--- config.mk ---
export PLATFORM = sky130hd
export DESIGN_NAME = sd_cmd_resp_rx
export DESIGN_NICKNAME = d
export VERILOG_FILES = /design/src/rtl/sd_pkg.sv /design/src/rtl/sd_crc7_serial.sv /design/src/rtl/sd_cmd_resp_rx.sv
export SDC_FILE = /design/constraint.sdc
export NUM_CORES = 1
export LEC_CHECK = 0
export CAP_MARGIN = 30
export CORE_ASPECT_RATIO = 0.8
export CORE_MARGIN = 4
export CORE_UTILIZATION = 35
export DETAILED_ROUTE_END_ITERATION = 16
export SYNTH_ARGS = -nofsm -noshare
export SYNTH_HDL_FRONTEND = slang
export SYNTH_SLANG_ARGS = --single-unit
--- constraint.sdc ---
create_clock -name i_clk -period 3.6 [get_ports i_clk]
set_clock_uncertainty 0.1 [all_clocks]
set_input_delay 0.36 -clock i_clk [delete_from_list [all_inputs] [get_ports i_clk]]
set_output_delay 0.36 -clock i_clk [all_outputs]
set_load 0.02 [all_outputs]
--- src/rtl/sd_pkg.sv ---
// Shared SD-bus definitions: CRC7 polynomial, response frame layout,
// command indices and the response receiver state encoding.
package sd_pkg;

  localparam logic [6:0] SD_CRC7_POLY = 7'h09;
  localparam int         SD_FRAME_W   = 48;

  localparam int SD_T_BIT   = 46;
  localparam int SD_IDX_HI  = 45;
  localparam int SD_IDX_LO  = 40;
  localparam int SD_ARG_HI  = 39;
  localparam int SD_ARG_LO  = 8;
  localparam int SD_CRC_HI  = 7;
  localparam int SD_CRC_LO  = 1;
  localparam int SD_END_BIT = 0;

  localparam logic [5:0] CMD0   = 6'd0;
  localparam logic [5:0] CMD8   = 6'd8;
  localparam logic [5:0] CMD55  = 6'd55;
  localparam logic [5:0] ACMD41 = 6'd41;

  typedef enum logic [1:0] {
    ST_IDLE,
    ST_WAIT_START,
    ST_RECV,
    ST_DONE
  } rx_state_t;

endpackage

--- src/rtl/sd_crc7_serial.sv ---
// Bit-serial SD CRC7 (x^7 + x^3 + 1), MSB first. Clear has priority over enable.
module sd_crc7_serial
  import sd_pkg::*;
(
  input  logic       i_clk,
  input  logic       i_rst_n,
  input  logic       i_clear,
  input  logic       i_enable,
  input  logic       i_bit,
  output logic [6:0] o_crc
);

  logic w_fb;

  assign w_fb = o_crc[6] ^ i_bit;

  always_ff @(posedge i_clk or negedge i_rst_n) begin
    if (!i_rst_n) begin
      o_crc <= 7'h00;
    end else if (i_clear) begin
      o_crc <= 7'h00;
    end else if (i_enable) begin
      o_crc <= {o_crc[5:0], 1'b0} ^ (w_fb ? SD_CRC7_POLY : 7'h00);
    end
  end

endmodule

--- src/rtl/sd_cmd_resp_rx.sv ---
// SD CMD-line 48-bit response receiver: Ncr start-bit hunt, deserialise,
// CRC7 and framing check, field hand-off to the command FSM.
module sd_cmd_resp_rx
  import sd_pkg::*;
#(
  parameter int NCR_MAX = 64
) (
  input  logic        i_clk,
  input  logic        i_rst_n,
  input  logic        i_sd_clk_rise,
  input  logic        i_cmd_in,
  input  logic        i_arm,
  input  logic        i_abort,
  input  logic        i_crc_check,
  output logic        o_busy,
  output logic        o_resp_valid,
  output logic [5:0]  o_resp_index,
  output logic [31:0] o_resp_arg,
  output logic [6:0]  o_resp_crc,
  output logic        o_crc_err,
  output logic        o_frame_err,
  output logic        o_timeout
);

  localparam int NCR_W = $clog2(NCR_MAX) + 1;

  rx_state_t         r_state;
  logic [NCR_W-1:0]  r_ncr_cnt;
  logic [5:0]        r_bit_cnt;
  logic [45:0]       r_sr;
  logic              r_crc_check;

  logic [46:0]       w_frame;
  logic [6:0]        w_crc;
  logic              w_crc_clr;
  logic              w_crc_en;

  // The start bit is shifted out by the end of the frame; only bits 46..0 are kept.
  assign w_frame   = {r_sr, i_cmd_in};
  assign w_crc_clr = (r_state == ST_IDLE) && i_arm && !i_abort;
  // CRC covers frame bits 47..8; in RECV the incoming bit index is r_bit_cnt-1.
  assign w_crc_en  = i_sd_clk_rise &&
                     (((r_state == ST_WAIT_START) && !i_cmd_in) ||
                      ((r_state == ST_RECV) && (r_bit_cnt >= 6'(SD_ARG_LO + 1))));

  sd_crc7_serial u_crc7 (
    .i_clk    (i_clk),
    .i_rst_n  (i_rst_n),
    .i_clear  (w_crc_clr),
    .i_enable (w_crc_en),
    .i_bit    (i_cmd_in),
    .o_crc    (w_crc)
  );

  always_ff @(posedge i_clk or negedge i_rst_n) begin
    if (!i_rst_n) begin
      r_state      <= ST_IDLE;
      r_ncr_cnt    <= '0;
      r_bit_cnt    <= '0;
      r_sr         <= '0;
      r_crc_check  <= 1'b0;
      o_busy       <= 1'b0;
      o_resp_valid <= 1'b0;
      o_resp_index <= '0;
      o_resp_arg   <= '0;
      o_resp_crc   <= '0;
      o_crc_err    <= 1'b0;
      o_frame_err  <= 1'b0;
      o_timeout    <= 1'b0;
    end else if (i_abort) begin
      r_state      <= ST_IDLE;
      o_busy       <= 1'b0;
      o_resp_valid <= 1'b0;
    end else begin
      case (r_state)
        ST_IDLE: begin
          o_resp_valid <= 1'b0;
          if (i_arm) begin
            r_state     <= ST_WAIT_START;
            r_ncr_cnt   <= '0;
            r_crc_check <= i_crc_check;
            o_crc_err   <= 1'b0;
            o_frame_err <= 1'b0;
            o_timeout   <= 1'b0;
            o_busy      <= 1'b1;
          end
        end
        ST_WAIT_START: begin
          if (i_sd_clk_rise) begin
            if (!i_cmd_in) begin
              r_state   <= ST_RECV;
              r_sr      <= w_frame[45:0];
              r_bit_cnt <= 6'(SD_FRAME_W - 1);
            end else if (r_ncr_cnt == NCR_W'(NCR_MAX - 1)) begin
              r_state   <= ST_IDLE;
              o_timeout <= 1'b1;
              o_busy    <= 1'b0;
            end else begin
              r_ncr_cnt <= r_ncr_cnt + 1'b1;
            end
          end
        end
        ST_RECV: begin
          if (i_sd_clk_rise) begin
            r_sr      <= w_frame[45:0];
            r_bit_cnt <= r_bit_cnt - 1'b1;
            // Registering the fields on the end-bit strobe makes them valid during DONE.
            if (r_bit_cnt == 6'd1) begin
              r_state      <= ST_DONE;
              o_resp_valid <= 1'b1;
              o_busy       <= 1'b0;
              o_resp_index <= w_frame[SD_IDX_HI:SD_IDX_LO];
              o_resp_arg   <= w_frame[SD_ARG_HI:SD_ARG_LO];
              o_resp_crc   <= w_frame[SD_CRC_HI:SD_CRC_LO];
              o_crc_err    <= r_crc_check && (w_frame[SD_CRC_HI:SD_CRC_LO] != w_crc);
              o_frame_err  <= w_frame[SD_T_BIT] | ~w_frame[SD_END_BIT];
            end
          end
        end
        ST_DONE: begin
          o_resp_valid <= 1'b0;
          r_state      <= ST_IDLE;
        end
        default: begin
          r_state <= ST_IDLE;
        end
      endcase
    end
  end

endmodule

==> Word level (Yosys, flattened, before mapping) <==
Index checks and enable logic that the tools add are counted.
{ "word_totals": {"ff_bits": 119, "input_bits": 7} }
{ "op_classes": {"n_addsub": 2, "n_lt_le_gt_ge": 1, "eq_ne": 21, "muxes": 47, "n_bitwise": 5, "reduce_logical": 26} }
{ "ops": {"columns": ["operator", "n"], "rows": [
  ["46-bit two-way mux", 3],
  ["46-bit one-hot mux with 2 select lines", 1],
  ["7-bit two-way mux", 6],
  ["1-bit two-way mux", 18],
  ["6-bit two-way mux", 3],
  ["5-bit AND reduction", 3],
  ["2-bit two-way mux", 7],
  ["7-bit one-hot mux with 2 select lines", 1],
  ["2-bit inequality test, second input constant", 6],
  ["3-bit inequality test, second input constant", 4],
  ["6-bit one-hot mux with 2 select lines", 1],
  ["6-bit AND reduction", 2],
  ["1-bit one-hot mux with 2 select lines", 4],
  ["2-bit one-hot mux with 4 select lines", 1],
  ["2-bit nonzero test", 4],
  ["7-bit by 1-bit adder with 7-bit output, second input constant", 1],
  ["7-bit by 6-bit == test with 1-bit output, second input constant", 1],
  ["7-bit inequality test", 1],
  ["7-bit AND reduction", 1],
  ["7-bit bitwise XOR", 1],
  ["6-bit by 1-bit == test with 1-bit output, second input constant", 1],
  ["6-bit by 4-bit >= comparator with 1-bit output, second input constant", 1],
  ["1-bit logical AND", 6],
  ["3-bit by 2-bit inequality test with 1-bit output, second input constant", 2],
  ["18 further kinds", 23]
]} }

==> Depth between registers and ports, before layout <==
{ "logic_depth": {"ltp_word": 6, "ltp_mapped": 9} }

==> Modules after synthesis <==
Synthesis repeated with hierarchy kept, for this count alone.
{ "unflattened": {"cells_unflattened": 369, "area_unflattened_um2": 5216.3} }
{ "by_module_without_submodules": {"columns": ["module", "n_inst", "cells_per_inst", "area_each_um2"], "rows": [
  ["sd_cmd_resp_rx", 1, 341, 4895.9],
  ["sd_crc7_serial", 1, 28, 320.3]
]} }

==> Worst setup path after synthesis <==
Ideal clock, no wire load.
{ "synth_path": {"kind": "reg2reg", "start": "reg r_bit_cnt[3]", "end": "reg o_resp_arg[0]", "setup_time_ps": 125, "arrival_time_ps": 1894, "t_required_ps": 3375, "path_slack_ps": 1481, "stages_incl_launch_ff": 7, "n_path_buf": 2, "synth_period_minus_slack_ps": 2119, "path_cell_list": "dfrtp_1 or3_4 or2_4 nor3b_2 buf_6 buf_12 mux2_4"} }
{ "synth_via": {"elab_chain_cells": 2} }
{ "synth_lines": {"columns": ["item", "line", "rtl"], "rows": [
  ["start: declaration", "sd_cmd_resp_rx.sv:29", "logic [5:0] r_bit_cnt;"],
  ["start signal: assignment", "sd_cmd_resp_rx.sv:93", "r_bit_cnt <= 6'(SD_FRAME_W - 1);"],
  ["start signal: assignment", "sd_cmd_resp_rx.sv:106", "r_bit_cnt <= r_bit_cnt - 1'b1;"],
  ["6-bit by 1-bit == test with 1-bit output", "sd_cmd_resp_rx.sv:108", "if (r_bit_cnt == 6'd1) begin"],
  ["4-bit AND reduction (no source line)", null, null],
  ["end signal: assignment", "sd_cmd_resp_rx.sv:113", "o_resp_arg <= w_frame[SD_ARG_HI:SD_ARG_LO];"],
  ["end: declaration", "sd_cmd_resp_rx.sv:18", "output logic [31:0] o_resp_arg,"]
]} }
Every way passes these cells.
A chain may end at the register's enable or synchronous reset.

==> Worst setup path after layout <==
{ "layout_path": {"start": "reg r_state[1]", "end": "reg r_bit_cnt[0]"} }
{ "layout_via": {"elab_chain_cells": 3, "word_cells_on_any_way": 8, "cone_classes": "5 x eq/ne; 1 x mux; 2 x reduce/logical"} }
{ "layout_lines": {"columns": ["item", "line", "rtl"], "rows": [
  ["start: declaration", "sd_cmd_resp_rx.sv:27", "rx_state_t r_state;"],
  ["start signal: assignment", "sd_cmd_resp_rx.sv:57", "r_state <= ST_IDLE;"],
  ["start signal: assignment", "sd_cmd_resp_rx.sv:71", "r_state <= ST_IDLE;"],
  ["start signal: assignment", "sd_cmd_resp_rx.sv:79", "r_state <= ST_WAIT_START;"],
  ["2-bit by 1-bit == test with 1-bit output / 2-bit == test (equally long branches)", "sd_cmd_resp_rx.sv:75", "case (r_state)"],
  ["2-bit inequality test (no source line) / 2-bit nonzero test (equally long branches)", null, null],
  ["5-bit AND reduction (no source line)", null, null]
]} }
Parallel ways exist; a longest one is shown, timed or not.

==> results.md <==
* Outcome: finished, final reports clean
* First-pass GRT wire length at 18,000 um
* Worst skew pair latency at 0.41 ns
* Post-synth EDFFs at 0
* Most common cell after layout, fill and taps aside: nand2_1
* Drt drc at 0
* CTS buffer count at 17
* Hold/Removal Path Class: in2async
* Post-DRT Antenna Nets at 0
* CTS clk-pin slew, worst paths at 0.06 ns
* Core Footprint at 14,500 sq um
* Pleak at 0.00324 uW
* Flop2flop setup slack at 0.84 ns
* Synth cell types at 49
* Syn. warnings at 0
* Critical Path Sink: r_bit_cnt[0]
* Power per cell area at 525 nW/um^2
* Worst r2r path cells at 7
* Die width at 146 um
* Worst reg2reg path startpoint: r_state[1]
* Avg Vias per Cell at 4.85
* First-pass DRT Iterations at 4
* Area Overhead vs Synth at 25.6%
* Final Max Slew Viols at 0
* Antenna Cells at 0
* Wirelength per Cell at 14.4 um
* Layout cells sized above 1 at 0.173
* Slew @ Worst Pin at 0.837 ns
* Count of state elements after synthesis at 119
* Dpl hpwl at 6940 um
* CP Launch Type: flip-flop
* Ranking of synthesized cells by area: dfrtp_1 56%, mux2_4 11%, nand2_1 11%
* Post-CTS Resized at 0
* Pwr Total at 3490 uW
* CP endpoint kind: flip-flop
* Clock Tree Buf Depth at 2
* Vias at 3,556
* Port Buffer Count at 56
* Max-slew headroom at 0.440
* Synth Instances at 474
* Min cycle time layout at 2.76 ns
* Clk root buf: clkbuf_16
* Max cap viols at 0
* Global placer's final weighted congestion at 0.771
* H-tree Lvls at 4
* Ports at 57
* Die ar. at 17,200 sq um
* R2r endpoint: r_bit_cnt[0]
* Number of global-route vias before repair at 3,554
* CP Max Fanout at 20
* Fin Hold WS at 0.286 ns
* Critical path startpoint: r_state[1]
* Synth Net Count at 488
* Largest net degree at the start of global routing at 98
* Sequential area share after synthesis at 0.563
* Top-area cell type share of the netlist area at 0.563
* Max Clk Rate at 0.362 GHz
* WP data arrival at 2.95 ns
* CTS Sinks at 119
* Initial Util at 0.364
* Crit path kind: reg2reg
* Crit share post-route at 0.767
* Endpoints failing hold at 0
* Post-synth ARST share at 1.00
* Syn_area_per_cell at 11.2 sq um
* Vert. Die Dim at 118 um
* VDD IR max at 358 uV
* Initial antenna violation count at 0
* RSZ-0062 raised after global routing: false
* 1st-iter DRT viols at 316
* Leading cell types in the layout, fill and taps excluded: 156 x nand2_1, 119 x dfrtp_1, 55 x clkdlybuf4s50_1
* Setup violators final at 0
* Mapped Area at 5290 sq um
* Drt total wl at 10,500 um
* CP required at 3.79 ns
* Global Route Usage Sum at 0.129
* Final setup TNS at 0 ns
* Primary FF master, synth: dfrtp_1
* Site row count at 39
* Nets@finish at 550
* Grt ovf at 0
* CTS tree: built
* Cell taking the most area after synthesis: dfrtp_1
## worst min-delay path by stage
| stage | startpoint | endpoint | slack [ns] | cells past startpoint |
|---|---|---|---|---|
| floorplan | i_rst_n | o_busy | -0.04 | 0 |
| global placement | i_rst_n | o_resp_arg[1] | 0.18 | 1 |
| detailed placement | i_rst_n | o_resp_arg[5] | 0.18 | 1 |
| CTS | i_rst_n | o_resp_arg[0] | 0.28 | 2 |
| global route | i_rst_n | o_resp_arg[1] | 0.32 | 2 |
| finish | i_rst_n | o_resp_arg[2] | 0.29 | 2 |
## Yosys cell counts, types with 3 or more instances
cell type,n
a21oi_1,14
mux2_2,6
o2111ai_1,3
nand2_1,156
nor2_1,9
nand3b_1,3
o21ai_0,11
ha_1,7
o22ai_1,4
mux2i_1,9
nor3_1,3
buf_12,4
mux2_4,40
xor2_1,3
o211ai_1,3
xnor2_1,6
nand3_1,5
nor2b_1,5
clkbuf_1,14
dfrtp_1,119
and3_1,3
inv_1,12
## power by group
part	switching (uW)	internal (uW)
registers	59.2	1390
clock network	588	1140
logic	185	125
## per-stage QoR
step                cell area (sq um)  utilization  setup slack [ns]  std cells
global placement                 6020        0.414             0.933        700
finish                           6650        0.457             0.839        733
floorplan                        5290            -              1.48        474
detailed placement               6020        0.414             0.865        700
CTS                              6650        0.457             0.849        733
global route                     6650        0.457             0.630        733
## flip-flops by register name, indices dropped and copies added (netlist names)
name	flops
r_sr	46
o_resp_arg	32
o_resp_crc	7
r_ncr_cnt	7
u_crc7.o_crc	7
o_resp_index	6
r_bit_cnt	6
r_state	2
o_busy	1
o_crc_err	1
o_frame_err	1
o_resp_valid	1
o_timeout	1
r_crc_check	1
## layout make-up
type | instances | area [sq um]
fillers | 1315 | 7890
well taps | 184 | 230
clock inverters | 12 | 150
flip-flops and latches | 119 | 2980
clock buffers | 20 | 467
inverters | 12 | 45.0
repair buffers | 64 | 646
multi-input cells | 322 | 2140
## cell families after synthesis
kind of cell / Yosys count / synth area share
simple gates: 198 / 0.159
flops: 119 / 0.563
mux: 55 / 0.143
compound gates: 53 / 0.0662
buf+inv: 33 / 0.0376
xor+xnor: 9 / 0.0149
fa+ha+maj: 7 / 0.0165
## per-layer routing
| metal | wire (um) | global-route usage | share of wire | up-vias |
|---|---|---|---|---|
| met5 | 0 | 0 | 0 | - |
| met4 | 109 | 0.0474 | 0.010 | 0 |
| met3 | 481 | 0.0454 | 0.046 | 11 |
| met2 | 4580 | 0.186 | 0.43 | 76 |
| met1 | 5380 | 0.179 | 0.51 | 1741 |
| li1 | - | - | - | 1728 |
## critical path, stage by stage, from the launching register on
cell     delay [ns]
dfrtp_1        0.39
inv_1          0.12
ha_1           0.48
nor2b_1        0.59
o21a_2         0.44
buf_4          0.29
and3_1         0.18
a21oi_1        0.04
## timing repair
action                                 CTS  global route
endpoints found under the hold margin   22             0
setup buffers                            0             0
hold buffers                             1             0
setup endpoints to repair                0             0
Power figures use the tool's default switching activity.
